`config.mk`:
```
export PLATFORM = sky130hd
export DESIGN_NAME = insn_loader_ctrl
export DESIGN_NICKNAME = d
export VERILOG_FILES = /design/src/rtl/insn_loader_pkg.sv /design/src/rtl/insn_loader_byte_packer.sv /design/src/rtl/insn_loader_ctrl.sv
export SDC_FILE = /design/constraint.sdc
export NUM_CORES = 1
export LEC_CHECK = 0
export BUFFER_PORTS_ARGS = -buffer_cell sky130_fd_sc_hd__buf_2
export CELL_PAD_IN_SITES_DETAIL_PLACEMENT = 1
export CELL_PAD_IN_SITES_GLOBAL_PLACEMENT = 2
export CORE_UTILIZATION = 30
export CTS_BUF_LIST = sky130_fd_sc_hd__clkbuf_4
export DETAILED_ROUTE_END_ITERATION = 12
export PLACE_DENSITY = 0.62
export SLEW_MARGIN = 5
export SYNTH_ARGS = -nofsm -noshare
export SYNTH_HDL_FRONTEND = slang
export SYNTH_SLANG_ARGS = --single-unit
```
`constraint.sdc`:
```
create_clock -name clk_i -period 5 [get_ports clk_i]
set_input_delay 0.5 -clock clk_i [delete_from_list [all_inputs] [get_ports clk_i]]
set_output_delay 0.5 -clock clk_i [all_outputs]
set_load 0.01 [all_outputs]
```
`src/rtl/insn_loader_pkg.sv`:
```
// Shared types and constants for the instruction-memory loader.
package insn_loader_pkg;

    localparam int BYTES_PER_WORD     = 4;
    localparam int DEFAULT_ADDR_WIDTH = 12;

    typedef enum logic [2:0] {
        ST_IDLE  = 3'd0,
        ST_RECV  = 3'd1,
        ST_WRITE = 3'd2,
        ST_RUN   = 3'd3,
        ST_HALT  = 3'd4
    } state_t;

endpackage

```
`src/rtl/insn_loader_byte_packer.sv`:
```
// Packs a little-endian byte stream into 32-bit words, one lane per accepted byte.
module byte_packer
    import insn_loader_pkg::*;
(
    input  logic                          clk_i,
    input  logic                          rstn_i,
    input  logic                          clear_i,
    input  logic                          push_i,
    input  logic [7:0]                    byte_i,
    output logic [8*BYTES_PER_WORD-1:0]   word_o,
    output logic                          word_full_o
);

    logic [1:0]  r_lane;
    logic [23:0] r_low;

    always_ff @(posedge clk_i or negedge rstn_i) begin
        if (!rstn_i) begin
            r_lane <= '0;
        end else if (clear_i) begin
            r_lane <= '0;
        end else if (push_i) begin
            r_lane <= r_lane + 2'd1;
        end
    end

    // Only the lower three lanes are stored; the top lane is forwarded directly
    // so the completed word is available on the cycle of the fourth handshake.
    always_ff @(posedge clk_i) begin
        if (push_i) begin
            case (r_lane)
                2'd0:    r_low[7:0]   <= byte_i;
                2'd1:    r_low[15:8]  <= byte_i;
                2'd2:    r_low[23:16] <= byte_i;
                default: ;
            endcase
        end
    end

    assign word_o      = {byte_i, r_low};
    assign word_full_o = push_i && (r_lane == 2'd3);

endmodule

```
`src/rtl/insn_loader_ctrl.sv`:
```
// Boot/reload controller: streams bytes into instruction memory and gates CPU reset.
module insn_loader_ctrl
    import insn_loader_pkg::*;
#(
    parameter int ADDR_WIDTH = DEFAULT_ADDR_WIDTH
) (
    input  logic                  clk_i,
    input  logic                  rstn_i,
    input  logic                  load_start_i,
    input  logic [ADDR_WIDTH:0]   load_len_i,
    input  logic                  byte_valid_i,
    input  logic [7:0]            byte_i,
    output logic                  byte_ready_o,
    input  logic                  ebreak_i,
    output logic                  insn_mem_wen_o,
    output logic [ADDR_WIDTH-1:0] insn_mem_waddr_o,
    output logic [31:0]           insn_o,
    output logic                  cpu_rstn_o,
    output logic                  busy_o,
    output logic                  done_o
);

    localparam logic [ADDR_WIDTH:0] MAX_LEN = {1'b1, {ADDR_WIDTH{1'b0}}};

    state_t                r_state;
    state_t                w_state_nxt;
    logic [ADDR_WIDTH:0]   r_len;
    logic [ADDR_WIDTH:0]   r_wcnt;
    logic [ADDR_WIDTH:0]   w_wcnt_nxt;
    logic [ADDR_WIDTH:0]   w_eff_len;
    logic [ADDR_WIDTH-1:0] r_addr;
    logic [ADDR_WIDTH-1:0] r_waddr;
    logic [31:0]           r_insn;
    logic [31:0]           w_word;
    logic                  w_start_ok;
    logic                  w_push;
    logic                  w_word_full;
    logic                  r_byte_ready;
    logic                  r_wen;
    logic                  r_cpu_rstn;
    logic                  r_busy;
    logic                  r_done;

    // Lengths above the memory capacity are clamped to a full image.
    assign w_eff_len  = load_len_i[ADDR_WIDTH] ? MAX_LEN : load_len_i;
    assign w_start_ok = load_start_i && (w_eff_len != '0) &&
                        ((r_state == ST_IDLE) || (r_state == ST_HALT));
    assign w_push     = byte_valid_i && (r_state == ST_RECV);
    assign w_wcnt_nxt = r_wcnt + 1'b1;

    byte_packer u_packer (
        .clk_i       (clk_i),
        .rstn_i      (rstn_i),
        .clear_i     (w_start_ok),
        .push_i      (w_push),
        .byte_i      (byte_i),
        .word_o      (w_word),
        .word_full_o (w_word_full)
    );

    always_comb begin
        w_state_nxt = r_state;
        case (r_state)
            ST_IDLE, ST_HALT: if (w_start_ok)  w_state_nxt = ST_RECV;
            ST_RECV:          if (w_word_full) w_state_nxt = ST_WRITE;
            ST_WRITE:         w_state_nxt = (w_wcnt_nxt == r_len) ? ST_RUN : ST_RECV;
            ST_RUN:           if (ebreak_i)    w_state_nxt = ST_HALT;
            default:          w_state_nxt = ST_IDLE;
        endcase
    end

    // Outputs are decoded from the next state so they are registered alongside it.
    always_ff @(posedge clk_i or negedge rstn_i) begin
        if (!rstn_i) begin
            r_state      <= ST_IDLE;
            r_len        <= '0;
            r_wcnt       <= '0;
            r_addr       <= '0;
            r_waddr      <= '0;
            r_insn       <= '0;
            r_byte_ready <= 1'b0;
            r_wen        <= 1'b0;
            r_cpu_rstn   <= 1'b0;
            r_busy       <= 1'b0;
            r_done       <= 1'b0;
        end else begin
            r_state      <= w_state_nxt;
            r_byte_ready <= (w_state_nxt == ST_RECV);
            r_wen        <= (w_state_nxt == ST_WRITE);
            r_busy       <= (w_state_nxt == ST_RECV) || (w_state_nxt == ST_WRITE);
            r_cpu_rstn   <= (w_state_nxt == ST_RUN);
            r_done       <= (w_state_nxt == ST_HALT);
            if (w_start_ok) begin
                r_len  <= w_eff_len;
                r_wcnt <= '0;
                r_addr <= '0;
            end
            if (w_word_full) begin
                r_insn  <= w_word;
                r_waddr <= r_addr;
            end
            if (r_state == ST_WRITE) begin
                r_addr <= r_addr + 1'b1;
                r_wcnt <= w_wcnt_nxt;
            end
        end
    end

    assign byte_ready_o     = r_byte_ready;
    assign insn_mem_wen_o   = r_wen;
    assign insn_mem_waddr_o = r_waddr;
    assign insn_o           = r_insn;
    assign cpu_rstn_o       = r_cpu_rstn;
    assign busy_o           = r_busy;
    assign done_o           = r_done;

endmodule
```
Word level (Yosys, flattened, before mapping). Cells that the tools add are included. Widths: inputs -> output; s select.

Add/subtract/negate cells: 3. Eq/ne operators: 12. Muxes and demuxes: 12. Reduce and logical (&&, ||, !) cells: 15.

Operators by type and width (number): $mux 13 (3); $mux 12 (2); $add 13x1->13 const B (1); $eq 13x13->1 (1); $reduce_bool 13->1 (1); $add 12x1->12 const B (1); $eq 3x2->1 const B (4); $pmux 3 s4 (1); $mux 3 (3); $eq 3x1->1 const B (2); $eq 3x3->1 const B (2); $mux 2 (3); $reduce_and 2->1 (3); $eq 2x2->1 const B (2); $logic_and 1x1->1 (4); $reduce_bool 2->1 (2); $logic_not 3->1 (1); $add 2x1->2 const B (1); $eq 2x1->1 const B (1); $logic_not 2->1 (1); $logic_or 1x1->1 (2); $reduce_or 2->1 (1).

Input port bits: 26. Register bits after elaboration: 116.

Depth between registers and ports, before layout.
Depth in word-level cells: 8. Depth in mapped cells: 8. Depth with buffers taken out: 7.

By module. A second synthesis with hierarchy kept.

Cells, all modules: 423. Area total of the unflattened synthesis: 5124.9 um^2.

Modules (own cells, without submodules): insn_loader_ctrl (sequential area each 2252.2 um^2, cells each 375, instances 1, area each 4180.3 um^2); byte_packer (sequential area each 770.7 um^2, cells each 48, instances 1, area each 944.7 um^2).

Worst setup path after synthesis. No wires, ideal clock.

Kind: reg-to-reg. Start point: register r_state[0]. End point: register r_busy, in the netlist busy_o. Cell stages (with the launch flop): 9. Slack: 3.011 ns. Data arrival time: 1.846 ns. Clock period less this slack: 1.989 ns. Buffers on the path: 2. Path through: dfrtp_1 -> buf_2 -> or3b_1 -> buf_6 -> nor3_2 -> o221ai_1 -> a2111oi_2 -> a21bo_1 -> o21ai_1.

Cells in the longest elaborated chain, start to end: 7. Elaborated cells on any way between the ends: 17. Those cells by class: eq/ne: 6; mux: 4; reduce/logical: 7.

Ends and longest elaborated chain: start: declaration (line insn_loader_ctrl.sv:25) `state_t r_state;`; start signal: assignment (line insn_loader_ctrl.sv:87) `r_state <= w_state_nxt;`; $eq 3x1->1 (tied with other cells) (line insn_loader_ctrl.sv:48, insn_loader_ctrl.sv:63); $logic_and 1x1->1 or $logic_or 1x1->1 (tied branches) (line insn_loader_ctrl.sv:48, insn_loader_ctrl.sv:47); $logic_and 1x1->1 (on tied branches) (line insn_loader_byte_packer.sv:41, insn_loader_ctrl.sv:46); $mux 3 (on tied branches) (line insn_loader_ctrl.sv:65, insn_loader_ctrl.sv:64); $pmux 3 s4 * (line insn_loader_ctrl.sv:63) `case (r_state)`; $eq 3x1->1 or $eq 3x2->1 (tied branches) (line insn_loader_ctrl.sv:90) `r_busy <= (w_state_nxt == ST_RECV) || (w_state_nxt == ST_WRITE);`; $logic_or 1x1->1 * (line insn_loader_ctrl.sv:90); end signal: assignment (line insn_loader_ctrl.sv:90); end: declaration (line insn_loader_ctrl.sv:41) `logic r_busy;`.

Mark *: on every way between the ends. The rest lies on a longest branch, timed or not. A chain may end at the register's enable or synchronous reset.

Worst setup path after layout.
Start point: register r_state[1]. End point: register r_insn[14], in the netlist insn_o[14].

Cells in the longest elaborated chain, start to end: 3.

Ends and longest elaborated chain: $eq 3x1->1 (line insn_loader_ctrl.sv:48) `assign w_push = byte_valid_i && (r_state == ST_RECV);`; $logic_and 1x1->1 (line insn_loader_ctrl.sv:48); $logic_and 1x1->1 (line insn_loader_byte_packer.sv:41) `assign word_full_o = push_i && (r_lane == 2'd3);`; end signal: assignment (line insn_loader_ctrl.sv:99) `r_insn <= w_word;`; end: declaration (line insn_loader_ctrl.sv:33) `logic [31:0] r_insn;`.

Every way passes these cells.

==> impl_results.md <==
- Setup TNS: 0 ps
- Sequential share of power: 0.486
- Placement Cell Area: 5570 um^2
- P&R area growth vs syn: 17.9%
- CTS tree: done
- PD cells: between 400 and 500 nW/um^2
- Worst EP required: 5400 ps
- HP Class: in2async
- Critical path arrival: 2970 ps
- Vias per cell: 4.76
- Clock skew: 12.4 ps
- Mux share of post-synthesis cell area: 0.0997
- Highest fanout seen on the critical path: 33
- Pint: 1.97 mW
- Layout Cells excl Fill: 717
- Initial Util: 0.311
- Post-synthesis sequential area ratio: 0.608
- Wl on met1: 5410 um
- Reg2reg path depth: 6
- Net Switching: 0.945 mW
- Synth cell count leaders: 92 x dfrtp_1, 37 x mux2_1, 37 x nand2_1, 31 x o21ai_0, 24 x edfxtp_1
- Met2 wire length: 5010 um
- Worst skew pair latency: around 520 ps
- Global-route wire length before repair: 18900 um
- RSZ-0062 raised after global routing: false
- Switch share: 0.324
- CP startpoint: r_state[1]
- Cts bufs inserted: 17
- Leakage power: roughly 2.7 nW
- Post-CTS setup buffers: 0
- Avg Cell Area, Syn: 12.2 um^2
- Initial antenna violation count: 0
- Reg-to-reg setup timing slack: ~2400 ps
- Peak VDD IR: 0.147 mV
- Gate power share: 0.271
- Via count: 3412
- Finished Cell Area: approximately 5900 um^2
- Simple-Gate Fraction of Synth Area: 0.125
- Async SR Flop Fraction: 0.793
- Count leader, synth: dfrtp_1
- Fin Hold WS: 13.6 ps
- Combinational family with the most area after synthesis: simple AND/OR/NAND/NOR gates
- Syn_nets: approximately 440
- Vias in the first global route: 3572
- Initial DRC Count: 130
- Share of the synthesized area in the top cell type: 0.463
- Max-Cap Viols: 0
- Max-slew violation count: 0
- Final hold viol count: 0
- Die area: about 17000 um^2
- Final ANT Viol Nets: 0
- Pre-Repair DR Iteration Count: 4
- Sink Count: 116
- Most used flip-flop cell after synthesis: dfrtp_1
- Area contributors post-synth: dfrtp_1 46%, edfxtp_1 15%, mux2_1 8.4%
- Minimum clock period after layout: 2570 ps
- Die W: 131 um
- Placed Cells: about 690
- Die Span Y: 131 um
- Fraction of the mapped netlist area in adder cells: 0.0151
- I/O pin count: 75
- DR DRC count: 0
- Synthesis-stage register bit count: 116
- Clock slew at reported path FFs: about 100 ps
- GR Util All Layers: 0.147
- Syn. warnings: 0
- Yosys cell types: 46
- Critical Path End Type: flop
- Post_cts resized: 0
- DR WL/cell: 15.5 um
- Row count: 46
- Cell area after synthesis: 4970 um^2
- H-tree Lvls: 4
- CTS Root Cell: clkbuf_4
- Total core area: 16000 um^2
- Synth area leader: dfrtp_1
- Worst-Margin Slew: 993 ps
- Largest net degree at the start of global routing: 53
- Setup CP Type: reg2reg
- Final Cycle Share: 0.514
- Dpl hpwl: between 7000 and 8000 um
- Compound-Gate Fraction of Synth Area: 0.0926
- Max Root-Sink Buffers: 2
- # setup viols final: 0
- Met3 WL: 517 um
- Post-synth EDFFs: 24
- # diodes: 0
- Outcome: completed
- Max frequency: slightly below 400 MHz
- GP Congestion: 0.724
- Clock network fraction of design power: 0.243
- GRT overflow: 0
- Startpoint Class: flop
- Post-synthesis xor/xnor area fraction: 0.0347
- # nets final: 520
- CTS Hold Bufs: 0
- Port Buffers: 74
- Top routing layer used: met4
- Gate Count Post-Synth: about 400
- Relative slew margins: 0.338
- Reg-to-reg critical path startpoint: r_state[1]
- Wirelength, routed: 11100 um
- Layout cells sized above 1: 0.246
-- worst max-delay path: stages, from the launching register on --
cell and delay, ps:
dfrtp_1 480, nor4bb_1 530, buf_4 240, nand2_1 50
buf_4 200, inv_2 530, mux2_1 390
-- state kept, by name, indices dropped and copies added, names as in the netlist --
signal and count:
busy_o 1, byte_ready_o 1, cpu_rstn_o 1, done_o 1
insn_mem_waddr_o 12, insn_mem_wen_o 1, insn_o 32, r_addr 12
r_len 13, r_state 3, r_wcnt 13, u_packer.r_lane 2
u_packer.r_low 24
-- layout by cell type (no fill, tap or decap), types with 7 or more instances in the layout --
cell and count:
xnor2_1 8, nand2b_1 15, clkbuf_4 21, o21ai_0 31, nand3_1 12, mux2_2 7, xor2_1 9, a31oi_1 8
nor2_1 22, edfxtp_1 24, buf_4 8, o21ai_1 15, mux2_1 37, dfrtp_1 92, a21oi_1 8, nand2_1 37
buf_2 73
-- metrics by stage --
| stage | setup slack (ps) | power (mW) | utilization |
|---|---|---|---|
| floorplan | 3010 | 1.90 | - |
| global placement | 2310 | 2.21 | 0.348 |
| detailed placement | 2320 | 2.24 | 0.348 |
| CTS | 2380 | 2.97 | 0.366 |
| global route | 2230 | 3.14 | 0.366 |
| finish | 2430 | 2.91 | 0.366 |
-- layer usage --
metal	track usage	vias up
met5	0	-
met4	0.0575	0
met3	0.0391	17
met2	0.233	81
met1	0.192	1693
li1	-	1621
-- worst paths after layout --
kind,end
setup / recovery,insn_o[14]
hold / removal,insn_o[29]
setup reg to reg,insn_o[14]
hold reg to reg,insn_o[13]
max in group asynchronous,r_len[7]
min in group clk_i,u_packer.r_low[0]
-- final cells by class --
| type | count | area [um^2] |
|---|---|---|
| clock buffers | 21 | 158 |
| clock inverters | 11 | 135 |
| fillers | 1813 | 10100 |
| inverters | 6 | 22.5 |
| multi-input cells | 266 | 1830 |
| flip-flops and latches | 116 | 3020 |
| well taps | 216 | 270 |
| repair buffers | 81 | 425 |
-- kinds of logic (layout without fill, tap and decap cells) --
family / after synthesis / in the layout
compound gates: 77 / 77
simple gates: 121 / 121
mux: 44 / 44
fa+ha+maj: 6 / 6
xor+xnor: 18 / 18
flops: 116 / 116
buf+inv: 27 / 119
-- power groups by stage --
stage | clock network [mW] | registers (mW) | logic, mW
2_1_floorplan | 0 | 1.47 | 0.428
3_3_place_gp | 0 | 1.43 | 0.782
3_5_place_dp | 0 | 1.44 | 0.804
4_1_cts | 0.738 | 1.42 | 0.809
5_1_grt | 0.783 | 1.46 | 0.903
6_report | 0.708 | 1.42 | 0.788
Power figures use the tool's default switching activity.
